--- config.mk ---
export PLATFORM = sky130hd
export DESIGN_NAME = pcx_data_pipe
export DESIGN_NICKNAME = d
export VERILOG_FILES = /design/src/rtl/pcx_data_pipe.sv
export SDC_FILE = /design/constraint.sdc
export NUM_CORES = 1
export LEC_CHECK = 0
export CORE_ASPECT_RATIO = 1.25
export CORE_UTILIZATION = 40
export CTS_CLUSTER_DIAMETER = 100
export CTS_CLUSTER_SIZE = 25
export DETAILED_ROUTE_END_ITERATION = 16
export SLEW_MARGIN = 25
export SYNTH_ARGS = -nofsm -noshare
export SYNTH_HDL_FRONTEND = slang
export SYNTH_SLANG_ARGS = --single-unit
--- constraint.sdc ---
create_clock -name rclk -period 5.8 [get_ports rclk]
set_input_delay 0.58 -clock rclk [delete_from_list [all_inputs] [get_ports rclk]]
set_output_delay 0.58 -clock rclk [all_outputs]
set_load 0.005 [all_outputs]
--- src/rtl/pcx_data_pipe.sv ---
// PCX request retiming pipe: STAGES unstalled registers feeding a skid FIFO, with a
// registered occupancy-derived stall to the source. Parity carry/check: PCX_DATA_PIPE_PARITY_EN.
module pcx_data_pipe #(
    parameter int unsigned WIDTH      = 124,
    parameter int unsigned STAGES     = 2,
    parameter int unsigned FIFO_DEPTH = 4
) (
    input  logic             rclk,
    input  logic             arst_l,
    input  logic [WIDTH-1:0] pcx_data_px_l,
    input  logic             pcx_par_px,
    input  logic             pcx_data_rdy_px,
    output logic             pcx_stall_px2,
    output logic [WIDTH-1:0] pcx_data_out,
    output logic             pcx_data_rdy_out,
    input  logic             pcx_stall_in,
    output logic             pcx_ovfl_err,
    output logic             pcx_par_err
);

`ifdef PCX_DATA_PIPE_PARITY_EN
    localparam int unsigned EW = WIDTH + 1;
`else
    localparam int unsigned EW = WIDTH;
`endif
    localparam int unsigned PTR_W = $clog2(FIFO_DEPTH);
    localparam int unsigned OCC_W = $clog2(FIFO_DEPTH + 1);
    localparam int unsigned RES_W = $clog2(FIFO_DEPTH + STAGES + 1);

    logic [STAGES-1:0] stg_vld_q, stg_vld_d;
    logic [EW-1:0]     stg_dat_q [STAGES];
    logic [EW-1:0]     stg_dat_d [STAGES];
    logic [EW-1:0]     mem_q [FIFO_DEPTH];
    logic [EW-1:0]     mem_d [FIFO_DEPTH];
    logic [PTR_W-1:0]  wr_ptr_q, wr_ptr_d;
    logic [PTR_W-1:0]  rd_ptr_q, rd_ptr_d;
    logic [OCC_W-1:0]  occ_q, occ_d;
    logic [WIDTH-1:0]  dout_q, dout_d;
    logic              rdy_q, rdy_d;
    logic              stall_q, stall_d;
    logic              ovfl_q, ovfl_d;
    logic [EW-1:0]     entry_in;
    logic [EW-1:0]     head;
    logic              accept, push, pop, full, wr_en;
    logic [RES_W-1:0]  reserved;

    // Stage-1 entry: true-polarity data, with the source parity bit on top when enabled.
`ifdef PCX_DATA_PIPE_PARITY_EN
    assign entry_in = {pcx_par_px, ~pcx_data_px_l};
`else
    logic unused_par;
    assign unused_par = pcx_par_px;
    assign entry_in   = ~pcx_data_px_l;
`endif

    // Pipe shift, FIFO push/pop, stall accounting and output register next-state.
    always_comb begin
        accept   = pcx_data_rdy_px & ~stall_q;
        mem_d    = mem_q;
        wr_ptr_d = wr_ptr_q;
        rd_ptr_d = rd_ptr_q;
        occ_d    = occ_q;

        stg_vld_d[0] = accept;
        stg_dat_d[0] = entry_in;
        for (int unsigned i = 1; i < STAGES; i++) begin
            stg_vld_d[i] = stg_vld_q[i-1];
            stg_dat_d[i] = stg_dat_q[i-1];
        end

        head  = mem_q[rd_ptr_q];
        full  = (occ_q == OCC_W'(FIFO_DEPTH));
        push  = stg_vld_q[STAGES-1];
        pop   = (occ_q != '0) & ~pcx_stall_in;
        wr_en = push & (~full | pop);

        if (wr_en) begin
            mem_d[wr_ptr_q] = stg_dat_q[STAGES-1];
            wr_ptr_d        = wr_ptr_q + PTR_W'(1);
        end
        if (pop) begin
            rd_ptr_d = rd_ptr_q + PTR_W'(1);
        end
        if (wr_en & ~pop) begin
            occ_d = occ_q + OCC_W'(1);
        end else if (pop & ~wr_en) begin
            occ_d = occ_q - OCC_W'(1);
        end

        // Everything accepted but not yet popped holds a FIFO slot.
        reserved = RES_W'(occ_d);
        for (int unsigned i = 0; i < STAGES; i++) begin
            reserved = reserved + RES_W'(stg_vld_d[i]);
        end
        stall_d = (reserved >= RES_W'(FIFO_DEPTH));

        rdy_d  = pop;
        dout_d = pop ? head[WIDTH-1:0] : dout_q;
        ovfl_d = ovfl_q | (pcx_data_rdy_px & stall_q) | (push & ~wr_en);
    end

    always_ff @(posedge rclk or negedge arst_l) begin
        if (!arst_l) begin
            stg_vld_q <= '0;
            wr_ptr_q  <= '0;
            rd_ptr_q  <= '0;
            occ_q     <= '0;
            dout_q    <= '0;
            rdy_q     <= 1'b0;
            stall_q   <= 1'b0;
            ovfl_q    <= 1'b0;
        end else begin
            stg_vld_q <= stg_vld_d;
            wr_ptr_q  <= wr_ptr_d;
            rd_ptr_q  <= rd_ptr_d;
            occ_q     <= occ_d;
            dout_q    <= dout_d;
            rdy_q     <= rdy_d;
            stall_q   <= stall_d;
            ovfl_q    <= ovfl_d;
        end
    end

    // Datapath storage is qualified by valid bits and occupancy, so it carries no reset.
    always_ff @(posedge rclk) begin
        stg_dat_q <= stg_dat_d;
        mem_q     <= mem_d;
    end

`ifdef PCX_DATA_PIPE_PARITY_EN
    logic par_err_q, par_err_d;

    always_comb begin
        par_err_d = par_err_q | (pop & ((^head[WIDTH-1:0]) != head[WIDTH]));
    end

    always_ff @(posedge rclk or negedge arst_l) begin
        if (!arst_l) begin
            par_err_q <= 1'b0;
        end else begin
            par_err_q <= par_err_d;
        end
    end

    assign pcx_par_err = par_err_q;
`else
    assign pcx_par_err = 1'b0;
`endif

    assign pcx_stall_px2    = stall_q;
    assign pcx_data_out     = dout_q;
    assign pcx_data_rdy_out = rdy_q;
    assign pcx_ovfl_err     = ovfl_q;

endmodule
==> out/qor.yml <==
routing:
  antenna_left: 0
  viasPerCell: 4.72
  wl_mm: 52.0
  wl_per_cell_um: 20.0
  dr.pass1.iters: 4
  dr.first_iter.drc_count: 606
  num_vias: 12300
  drcViolationCount: 0
clocking:
  cts_buffers: 43
  cts_hold_buf: 0
  cts_buffer_depth: 3
  h-tree-depth: 2
  cts_resized: 0
  clk_latency_ps: 600
  cts_root_buffer: "clkbuf_16"
  cts_sinks: 880
  cts_tree: "done"
  cts_setup_buffers: 0
  clk_pin_slew_ps: 100
floorplanning:
  die_area_sq_um: 73000
  fp.dieH_um: 302
  core_sq_um: 70900
  initial_core_util: 0.406
  rows: 109
  pin_count: 257
  die_x_um: 242
place:
  numPortBuffers: 254
  place_area_sq_um: 32400
  preCtsSetupSlack_ps: 2510
  dp_hpwl_mm: 29.4
  place_congestion: 0.681
cells_and_area:
  utilization: 0.476
  fin_nets: 1759
  final_cell_mix: "edfxtp_1 (496), clkdlybuf4s50_1 (253), dfxtp_1 (248)"
  antennaDiodeCount: 0
  nFillCells: 5974
  syn2layout_area_growth_pct: 17.3
  drive_above_1_share: 0.194
  postLayoutCellArea_sq_um: 33800
  final_common_cell: "edfxtp_1"
  multi_input_area_sq_um: 4720
  regArea_sq_um: 23300
power_and_ir_drop:
  power_uw: 15700
  max-vdd-ir-drop_mv: 0.316
  p_per_area_nw_per_um2: 465
  leakagePower_uw: 0.0122
setup_path:
  start_kind: "flip-flop"
  critPathCaptureType: "flip-flop"
  arrival_ps: 3430
  cp.required_ps: 6270
  cp_max_fo: 83
  path_class: "flip-flop to flip-flop"
synthesis:
  netlist_area_sq_um: 28800
  synth_seq_area_share: 0.808
  syn_area_per_cell_sq_um: 21.3
  synth_cells: 1352
  synth-seq-cells: 880
  syn-num-nets: 1489
  synth_warnings: 0
  synth.distinct_cells: 33
outcome:
  outcome: "complete, but fails checks"
  violations: "negative hold slack"
global_routing:
  grt_start_max_net_pins: 85
  grt_overflow: 0
  grt_util_all_layers: 0.144
  grt_pass1_vias: 13300
  antenna_found_initial: 2
  grt_pass1_wl_mm: 79.8
sta:
  fmax_mhz: 338
  finalCritPeriodShare: 0.510
  tightest_slew_ps: 913
  fin_ws_ps: 2840
  period_needed_ps: 2960
  slew_violations: 0
  finalHoldViolCount: 2
  whs_ps: -6.06
  setup_viol: 0
  timing.setup.tns_ps: 0
  finalClockSkew_ps: 28.6
  maxSlewHeadroom: 0.391
  rsz0062_at_grt: "no"
flow_run:
  drv_cap: 0
worst_hold_path:
  min_path_type: "primary input to asynchronous set/reset pin"
## final cells by class
type | count | area share
repair buffers | 269 | 0.0820
flip-flops and latches | 880 | 0.689
inverters | 130 | 0.0147
clock buffers | 74 | 0.0372
multi-input cells | 298 | 0.140
clock inverters | 5 | 0.00222
well taps | 943 | 0.0349
## state kept, by name, summed over array words and instances, names as in the netlist, 2 cells and up
register and cells:
pcx_data_out 124, stg_vld_q 2, rd_ptr_q 2, mem_q 496, occ_q 3, stg_dat_d 124, stg_dat_q 124, wr_ptr_q 2
## logic make-up (layout without fill, tap and decap cells)
kind of cell             count (synthesis)  after routing  synth area share
AO/OA/AOI/OAI                           16             16           0.00352
XOR/XNOR                                 5              5           0.00152
adder cells (fa/ha/maj)                  8              8           0.00348
buffers and inverters                  174            478            0.0286
flip-flops                             880            880             0.808
multiplexers                           248            248             0.151
other                                    1              1          0.000130
AND/OR/NAND/NOR                         20             20           0.00374
## synth_stat cells, drive strengths merged
cell      n  area share
and2      1     0.00022
conb      1     0.00013
and3      4     0.00087
or2       1     0.00022
dfrtp   136        0.12
and2b     1     0.00026
a21o      1     0.00026
nand2     5     0.00065
dfxtp   248        0.17
a21oi     4     0.00070
a41oi     2     0.00061
inv     130       0.017
o31a      1     0.00030
o211ai    2     0.00052
edfxtp  496        0.52
mux4    124       0.097
mux2    124       0.054
o31ai     1     0.00026
nand3     4     0.00070
clkbuf   13      0.0017
buf      31      0.0099
ha        8      0.0035
nor2b     2     0.00043
nand2b    1     0.00022
nor3      1     0.00017
xnor2     5      0.0015
o21ai     5     0.00087
## metal layers
metal | up-vias | GRT usage | part of all wire
met1 | 6462 | 0.178 | 0.41
met4 | 4 | 0.0348 | 0.018
met2 | 212 | 0.263 | 0.53
met5 | - | 0 | 0.00044
li1 | 5547 | - | -
met3 | 55 | 0.0261 | 0.040
## power breakdown
| part | internal (uW) | switching (uW) |
|---|---|---|
| Clock | 1530 | 1920 |
| Sequential | 7730 | 580 |
| Combinational | 2380 | 1570 |
| Total | 11600 | 4060 |
## worst paths after layout
kind                               startpoint          endpoint  slack [ps]  cells after the start
min in group rclk               stg_dat_d[28]     stg_dat_q[28]         320                      0
worst max-delay path                 occ_q[1]  pcx_data_out[44]        2840                      7
worst min register to register  stg_dat_d[28]     stg_dat_q[28]         320                      0
worst min-delay path                   arst_l  pcx_data_out[89]          -6                      1
worst max register to register       occ_q[1]  pcx_data_out[44]        2840                      7
max in group asynchronous              arst_l  pcx_data_out[17]        4840                      2
## worst max-delay path, stage by stage (launching register included)
cell and delay (ps):
dfrtp_1 430, inv_1 120, ha_1 280, nor2b_1 170, or2_1 320, inv_8 590, buf_12 380, mux2_2 390
## through the flow
step	hold WS (ps)	std cells
after floorplan	284	1352
after global placement	310	2518
after detailed placement	312	2520
after CTS	7.54	2599
after global routing	26.0	2599
final	-6.06	2599
(Power assumes the default switching activity.)
